File: src/rtl/hc_rx_arb_pkg.sv
// Shared encodings and types for the host-controller RX port arbiter.
// The FSM state, grants and FIFO words are described here so checkers can bind to named fields.
package hc_rx_arb_pkg;

   localparam int RX_WORD_W     = 16;
   localparam int RX_FIFO_DEPTH = 4;
   localparam int RX_ADDR_W     = 2;

   localparam logic [2:0] ST_INIT   = 3'd0;
   localparam logic [2:0] ST_IDLE   = 3'd1;
   localparam logic [2:0] ST_GETPKT = 3'd2;
   localparam logic [2:0] ST_DIRECT = 3'd3;

   typedef struct packed {
      logic [7:0] cntl;
      logic [7:0] data;
   } rx_word_t;

   // Registered arbiter state: FSM encoding plus the two grants it drives.
   typedef struct packed {
      logic [2:0] state;
      logic       getPacketGnt;
      logic       directCntlGnt;
   } arb_state_t;

   localparam arb_state_t ARB_RESET = '{state: ST_INIT, getPacketGnt: 1'b0, directCntlGnt: 1'b0};

endpackage

File: src/rtl/hc_rx_byte_fifo.sv
// Small first-word-fall-through FIFO of {cntl,data} words with synchronous flush.
// The head word is visible on rdWord whenever count is non-zero.
module hc_rx_byte_fifo
   import hc_rx_arb_pkg::*;
#(
   parameter int DEPTH  = RX_FIFO_DEPTH,
   parameter int ADDR_W = RX_ADDR_W
) (
   input  logic                 clk,
   input  logic                 rst,
   input  logic                 push,
   input  logic                 pop,
   input  logic                 flush,
   input  logic [RX_WORD_W-1:0] wrWord,
   output logic [RX_WORD_W-1:0] rdWord,
   output logic [ADDR_W:0]      count,
   output logic                 full
);

   localparam logic [ADDR_W:0] DEPTH_CNT = (ADDR_W+1)'(DEPTH);

   logic [RX_WORD_W-1:0] mem [DEPTH];
   logic [ADDR_W-1:0]    wrPtr;
   logic [ADDR_W-1:0]    rdPtr;
   logic                 doPush;
   logic                 doPop;

   assign full   = (count == DEPTH_CNT);
   assign doPop  = pop && (count != '0);
   // A full FIFO still takes a word when the head leaves in the same cycle.
   assign doPush = push && (!full || doPop);
   assign rdWord = mem[rdPtr];

   always_ff @(posedge clk) begin
      if (rst || flush) begin
         wrPtr <= '0;
         rdPtr <= '0;
         count <= '0;
      end else begin
         if (doPush) wrPtr <= wrPtr + 1'b1;
         if (doPop)  rdPtr <= rdPtr + 1'b1;
         case ({doPush, doPop})
            2'b10:   count <= count + 1'b1;
            2'b01:   count <= count - 1'b1;
            default: count <= count;
         endcase
      end
   end

   // Storage needs no reset: the head is only observed while count is non-zero.
   always_ff @(posedge clk) begin
      if (doPush && !flush && !rst) mem[wrPtr] <= wrWord;
   end

endmodule

File: src/rtl/hc_rx_port_arbiter.sv
// RX port arbiter: buffers received bytes and grants them to getPacket (priority) or directCntl.
// Handshake: a consumer sees RxValid only while granted; a byte leaves the FIFO on a cycle where RxValid && RdEn.
module hc_rx_port_arbiter
   import hc_rx_arb_pkg::*;
#(
   parameter int FIFO_DEPTH = RX_FIFO_DEPTH,
   parameter int ADDR_W     = RX_ADDR_W
) (
   input  logic       clk,
   input  logic       rst,
   input  logic [7:0] RxPortData,
   input  logic [7:0] RxPortCntl,
   input  logic       RxPortDataValid,
   input  logic       getPacketReq,
   input  logic       getPacketRdEn,
   input  logic       directCntlReq,
   input  logic       directCntlRdEn,
   output logic       getPacketGnt,
   output logic       getPacketRxValid,
   output logic [7:0] getPacketRxData,
   output logic [7:0] getPacketRxCntl,
   output logic       directCntlGnt,
   output logic       directCntlRxValid,
   output logic [7:0] directCntlRxData,
   output logic [7:0] directCntlRxCntl,
   output logic       rxOverflow
);

   arb_state_t      arbQ;
   rx_word_t        headWord;
   rx_word_t        inWord;
   logic [ADDR_W:0] fifoCount;
   logic            fifoFull;
   logic            haveData;
   logic            fifoPush;
   logic            fifoPop;
   logic            flush;

   assign getPacketGnt  = arbQ.getPacketGnt;
   assign directCntlGnt = arbQ.directCntlGnt;

   always_ff @(posedge clk) begin
      if (rst) begin
         arbQ <= ARB_RESET;
      end else begin
         case (arbQ.state)
            ST_INIT: arbQ.state <= ST_IDLE;
            ST_IDLE: begin
               if (getPacketReq) begin
                  arbQ.state        <= ST_GETPKT;
                  arbQ.getPacketGnt <= 1'b1;
               end else if (directCntlReq) begin
                  arbQ.state         <= ST_DIRECT;
                  arbQ.directCntlGnt <= 1'b1;
               end
            end
            ST_GETPKT: begin
               if (!getPacketReq) begin
                  arbQ.state        <= ST_IDLE;
                  arbQ.getPacketGnt <= 1'b0;
               end
            end
            ST_DIRECT: begin
               if (!directCntlReq) begin
                  arbQ.state         <= ST_IDLE;
                  arbQ.directCntlGnt <= 1'b0;
               end
            end
            default: begin
               arbQ.state         <= ST_IDLE;
               arbQ.getPacketGnt  <= 1'b0;
               arbQ.directCntlGnt <= 1'b0;
            end
         endcase
      end
   end

   // Releasing a grant discards whatever the owner left behind.
   assign flush = ((arbQ.state == ST_GETPKT) && !getPacketReq) ||
                  ((arbQ.state == ST_DIRECT) && !directCntlReq);

   assign haveData          = (fifoCount != '0);
   assign getPacketRxValid  = arbQ.getPacketGnt && haveData;
   assign directCntlRxValid = arbQ.directCntlGnt && haveData;

   assign fifoPop  = (getPacketRxValid && getPacketRdEn) || (directCntlRxValid && directCntlRdEn);
   assign fifoPush = RxPortDataValid && (!fifoFull || fifoPop) && !flush;
   assign inWord   = '{cntl: RxPortCntl, data: RxPortData};

   hc_rx_byte_fifo #(
      .DEPTH  (FIFO_DEPTH),
      .ADDR_W (ADDR_W)
   ) u_fifo (
      .clk    (clk),
      .rst    (rst),
      .push   (fifoPush),
      .pop    (fifoPop),
      .flush  (flush),
      .wrWord (inWord),
      .rdWord (headWord),
      .count  (fifoCount),
      .full   (fifoFull)
   );

   always_ff @(posedge clk) begin
      if (rst || flush) begin
         rxOverflow <= 1'b0;
      end else if (RxPortDataValid && fifoFull && !fifoPop) begin
         rxOverflow <= 1'b1;
      end
   end

   assign getPacketRxData   = getPacketRxValid  ? headWord.data : 8'h00;
   assign getPacketRxCntl   = getPacketRxValid  ? headWord.cntl : 8'h00;
   assign directCntlRxData  = directCntlRxValid ? headWord.data : 8'h00;
   assign directCntlRxCntl  = directCntlRxValid ? headWord.cntl : 8'h00;

endmodule

File: config.mk
export PLATFORM = sky130hd
export DESIGN_NAME = hc_rx_port_arbiter
export DESIGN_NICKNAME = d
export VERILOG_FILES = /design/src/rtl/hc_rx_arb_pkg.sv /design/src/rtl/hc_rx_byte_fifo.sv /design/src/rtl/hc_rx_port_arbiter.sv
export SDC_FILE = /design/constraint.sdc
export NUM_CORES = 1
export LEC_CHECK = 0
export ABC_AREA = 0
export CAP_MARGIN = 20
export CORE_MARGIN = 2
export CORE_UTILIZATION = 40
export CTS_CLUSTER_SIZE = 14
export DETAILED_ROUTE_END_ITERATION = 8
export GPL_TIMING_DRIVEN = 0
export PLACE_DENSITY = 0.71
export REMOVE_ABC_BUFFERS = 1
export SYNTH_ARGS = -nofsm -noshare
export SYNTH_HDL_FRONTEND = slang
export SYNTH_SLANG_ARGS = --single-unit
File: constraint.sdc
create_clock -name clk -period 2.6 [get_ports clk]
set_input_delay 0.39 -clock clk [delete_from_list [all_inputs] [get_ports clk]]
set_output_delay 0.39 -clock clk [all_outputs]
set_load 0.1 [all_outputs]
### Word level (Yosys, flattened, before mapping)

Memories as Yosys holds them, arrays and structs flattened. A register that Yosys moved wholly into a read port is not among the register bits.
Cells that the tools add are included.

* muxes and demuxes: 20
* equal/unequal tests: 12
* $add $sub $neg: 4
* reduce and logical (&&, ||, !) cells: 33
* bitwise logic cells: 2

Operators by type and width (number)
* $mux 8: 4
* $logic_and 1x1->1: 14
* $ne 2x2->1 const B: 5
* $mux 3: 3
* $pmux 3 s3: 1
* $eq 3x2->1 const B: 2
* $logic_not 1->1: 6
* $mux 1: 6
* $pmux 1 s3: 2
* $pmux 3 s2: 1
* $reduce_and 3->1: 2
* $logic_or 1x1->1: 5
* $add 2x1->2 const B: 2
* $mux 2: 2
* $mux 4: 1
* $reduce_and 4->1: 1
* $reduce_or 2->1: 2
* $add 3x1->3 const B: 1
* $eq 3x1->1 const B: 1
* $eq 3x3->1 const B: 1
* $logic_not 3->1: 1
* $ne 3x3->1 const B: 1
* $reduce_bool 3->1: 1
* $sub 3x1->3 const B: 1
* other kinds (4): 5

* logic and storage cells: 79
* bits of input ports: 23
* bits in registers: 13
* memory bits (writable): 64
* output and inout port bits: 37
* memories kept: 1

Memory list
* u_fifo.mem: depth 4, bits a word 16, read ports 1, clocked after Yosys merged registers in 1, write ports 1, RTL line hc_rx_byte_fifo.sv:22 `logic [RX_WORD_W-1:0] mem [DEPTH];`

### Longest topological paths before layout

* depth in word-level cells: 12
* gate-level depth with buffers: 11
* mapped depth without buffers: 11

### By module

Synthesis repeated with hierarchy kept, for this count alone.

* cells, all modules: 219
* area total of the unflattened synthesis: 3408.3 um^2

By module, submodules not included
* hc_rx_byte_fifo: sequential area each 2102.0 um^2, area an instance 2840.2 um^2, times used 1, cells each 143
* hc_rx_port_arbiter: sequential area each 100.1 um^2, area an instance 568.0 um^2, times used 1, cells each 76

### Worst setup path before layout

OpenSTA, ideal clock, no wires.

* kind: register -> register
* from: register directCntlGnt (netlist name)
* to: register u_fifo.count[2]
* arrival: 2.679 ns
* data required time: 2.528 ns
* clock period less this slack: 2.751 ns
* path buffers: 1
* setup slack: -0.151 ns
* stages on the path, launching flop included: 10
* setup time: 0.072 ns
* cells stage by stage: dfxtp_1 buf_2 a22oi_1 nor2_1 ha_1 inv_1 fa_1 xor2_1 or3_1 a21oi_1

* elaborated cells between the ends (all ways): 13
* those cells by class: eq/ne: 2; mux: 1; reduce/logical: 10

RTL lines
* $logic_and 1x1->1 *: RTL line hc_rx_port_arbiter.sv:84 `assign directCntlRxValid = arbQ.directCntlGnt && haveData;`
* $logic_and 1x1->1 *: RTL line hc_rx_port_arbiter.sv:86 `assign fifoPop = (getPacketRxValid && getPacketRdEn) || (directCntlRxValid && directCntlRdEn);`
* $logic_or 1x1->1 *: RTL line hc_rx_port_arbiter.sv:86
* $logic_and 1x1->1 *: RTL line hc_rx_byte_fifo.sv:29 `assign doPop = pop && (count != '0);`
* net u_fifo.doPop: RTL line hc_rx_byte_fifo.sv:26 `logic doPop;`
* $logic_or 1x1->1: RTL line hc_rx_byte_fifo.sv:31 `assign doPush = push && (!full || doPop);`
* $logic_and 1x1->1: RTL line hc_rx_byte_fifo.sv:31
* $eq 2x1->1 or $eq 2x2->1 (tied branches): RTL line hc_rx_byte_fifo.sv:42 `case ({doPush, doPop})`
* $pmux 3 s2 or $reduce_bool 2->1 (tied branches)
* to (signal assigned): RTL line hc_rx_byte_fifo.sv:43 `2'b10: count <= count + 1'b1;`
* to (signal assigned): RTL line hc_rx_byte_fifo.sv:44 `2'b01: count <= count - 1'b1;`
* to (signal assigned): RTL line hc_rx_byte_fifo.sv:45 `default: count <= count;`
* to (decl): RTL line hc_rx_byte_fifo.sv:16 `output logic [ADDR_W:0] count,`

The timed path passes the listed nets; every way through them passes the cells marked *.
A chain may end at the register's enable or synchronous reset.

==> metrics.txt <==
clk_lat worst skew 340 ps; ANT cells 0; DIE HEIGHT 96.19 um; largest net degree at the start of global routing 36; DP Cell Count 370; vias in the first global route about 2,000; vias per inst between 5 and 6; FMAX 0.4007 GHz; RePlAce Congestion 0.7169; vias 2,065; CTS sink cnt 78; CP required 2210 ps; Synth Cell Area 3400 um^2; first-pass GRT wire length 9.887 mm; Rel. slew slack roughly 36%; drc violations 0; Crit Path Max Fanout 5; Clock Skew 12.75 ps; CP Capture Type output port; status finished, final reports clean; met1 Resource Use GR 18.32%; number of flops mapped to enable cells by yosys 64; critical path data arrival time 2110 ps; Worst R2R Start u_fifo.count[2]$_SDFFE_PP0P_; WL/cell 16.61 um; CTS tree yes; total power 2.596 mW; critical path type reg -> out; hold slack 483.3 ps; H-tree depth 3; hold_sp rxOverflow$_SDFFE_PP0P_; area of the die 9253 um^2; Setup TNS 0 ps; clk root buf clkbuf_8; leak pwr 1.584 nW; met2 GRT Util between 20 and 30%; clk buf depth 2; hold_buf cts 0; initial antenna violation count 0; register bit count reported by yosys 78; final-report hold violation count 0; fin crit period 2496 ps; GR Overflow Total 0; Setup crit start kind flip-flop; drt first pass iters 4; Final period util 95.99%; Buffers on Ports 59; final instance area 4257 um^2; final WL approximately 6.5 mm; post-route insts no fill 389; Max-cap violations 0; CORE AREA slightly above 8000 um^2; Layout area overhead 25.21%; Placement Setup Slack -750.6 ps; worst setup margin around 100 ps; Setup violations, final 0; GR peak layer met2; Cell Rows 33; leading cell type in the layout, fill and taps excluded edfxtp_1; Worst-Margin Slew 960.5 ps; commonest non-fill, non-tap cells in the layout edfxtp_1 (64), and3_1 (36), clkdlybuf4s15_2 (24), clkdlybuf4s50_1 (23), inv_1 (14); Post-DP Area 4048 um^2; met3 usage 3.367%; cell area power density 610.0 nW/um^2; pins over their slew limit 0; synthesized area per cell 15.59 um^2; die width 96.19 um; Mapped Cells ~220; Synth cell types 37; 1st-iter DRT viols a little under 100; antenna-violating nets left 0; final net count approximately 310; fin util 51.80%; clock-pin transition on the worst setup and hold timing paths 70 ps; cts bufs inserted 9; register area share after synthesis 64.78%; GRT Total Usage between 10% and 20%; HPWL after DPL 4.062 mm; Initial Util 41.37%; layout cells sized above 1 24.30%; unrepaired setup endpoints after global routing no; maximum VDD drop roughly 0.37 mV; HP Class reg -> reg; I/O Pins 60; Syn. warnings 0; top_reg_cell synth edfxtp_1; ys async rst share 0%
cells by family (layout without fill, tap and decap cells):
family,Yosys count,in the layout,share of synthesized area [%]
AOI/OAI and AO/OA,23,23,4.564
xor gates and xnor gates,2,2,0.5154
adders and majority gates,10,10,3.901
buffers and inverters,26,92,3.717
DFF,78,78,64.78
muxes,18,18,11.85
and+or+nand+nor,61,61,10.67
critical path, cell delays in order, from the launching register on:
cell             delay (ps)
dfxtp_4                 410
buf_12                  130
mux4_1                  550
and3_1                  200
clkdlybuf4s15_2         460
final timing paths:
kind                                                     end  cells past startpoint  slack (ps)
worst min register to register       rxOverflow$_SDFFE_PP0P_                      2         480
worst min-delay path                 rxOverflow$_SDFFE_PP0P_                      2         480
worst max-delay path                      getPacketRxData[2]                      4         100
worst max register to register  u_fifo.count[2]$_SDFFE_PP0P_                      9         170
cells in the mapped netlist (all sizes together) (2+ instances only):
master / count / area [um^2]
a211oi: 2 / 15.01
xor2: 2 / 17.52
edfxtp: 64 / 1922
o21ai: 3 / 15.01
nand4: 4 / 25.02
nand2b: 2 / 12.51
mux4: 16 / 382.9
buf: 6 / 51.30
nand2: 3 / 11.26
nor2: 6 / 22.52
or3b: 2 / 17.52
or3: 2 / 12.51
nand3: 3 / 15.01
mux2i: 2 / 20.02
inv: 14 / 52.55
dfxtp: 14 / 280.3
clkbuf: 6 / 22.52
ha: 9 / 112.6
a21oi: 8 / 40.04
and3: 36 / 225.2
a22oi: 2 / 15.01
timing repair:
action                                  4_1_cts  5_1_grt
endpoints found under the setup margin       95       78
buffers inserted                              0        4
resized for setup                           126        3
cloned                                        0        0
where the power goes:
group	total (mW)	internal (mW)	switching, mW
Sequential	1.44	1.40	0.0394
Clock	0.770	0.347	0.423
Combinational	0.384	0.130	0.254
sequential cells by signal, summed over array words and instances, names as in the netlist, named ones only:
signal,count
u_fifo.mem,64
u_fifo.count,3
arbQ,2
u_fifo.rdPtr,2
u_fifo.wrPtr,2
directCntlGnt,1
getPacketGnt,1
rxOverflow,1
layer usage:
layer / vias up / share of wire (%)
met5: - / 0
met4: 0 / 1.4
met1: 1028 / 44
met3: 7 / 3.7
li1: 985 / -
met2: 45 / 51
area by class of cell:
type / instances / area, um^2
inverter: 14 / 52.55
sequential: 78 / 2210
clock inverter: 4 / 32.53
fill: 679 / 3960
multi-input combinational: 114 / 1076
clock buffer: 11 / 131.4
timing repair buffer: 63 / 623.1
tap: 105 / 131.4
Note: power is estimated with default switching activity, not from simulation.
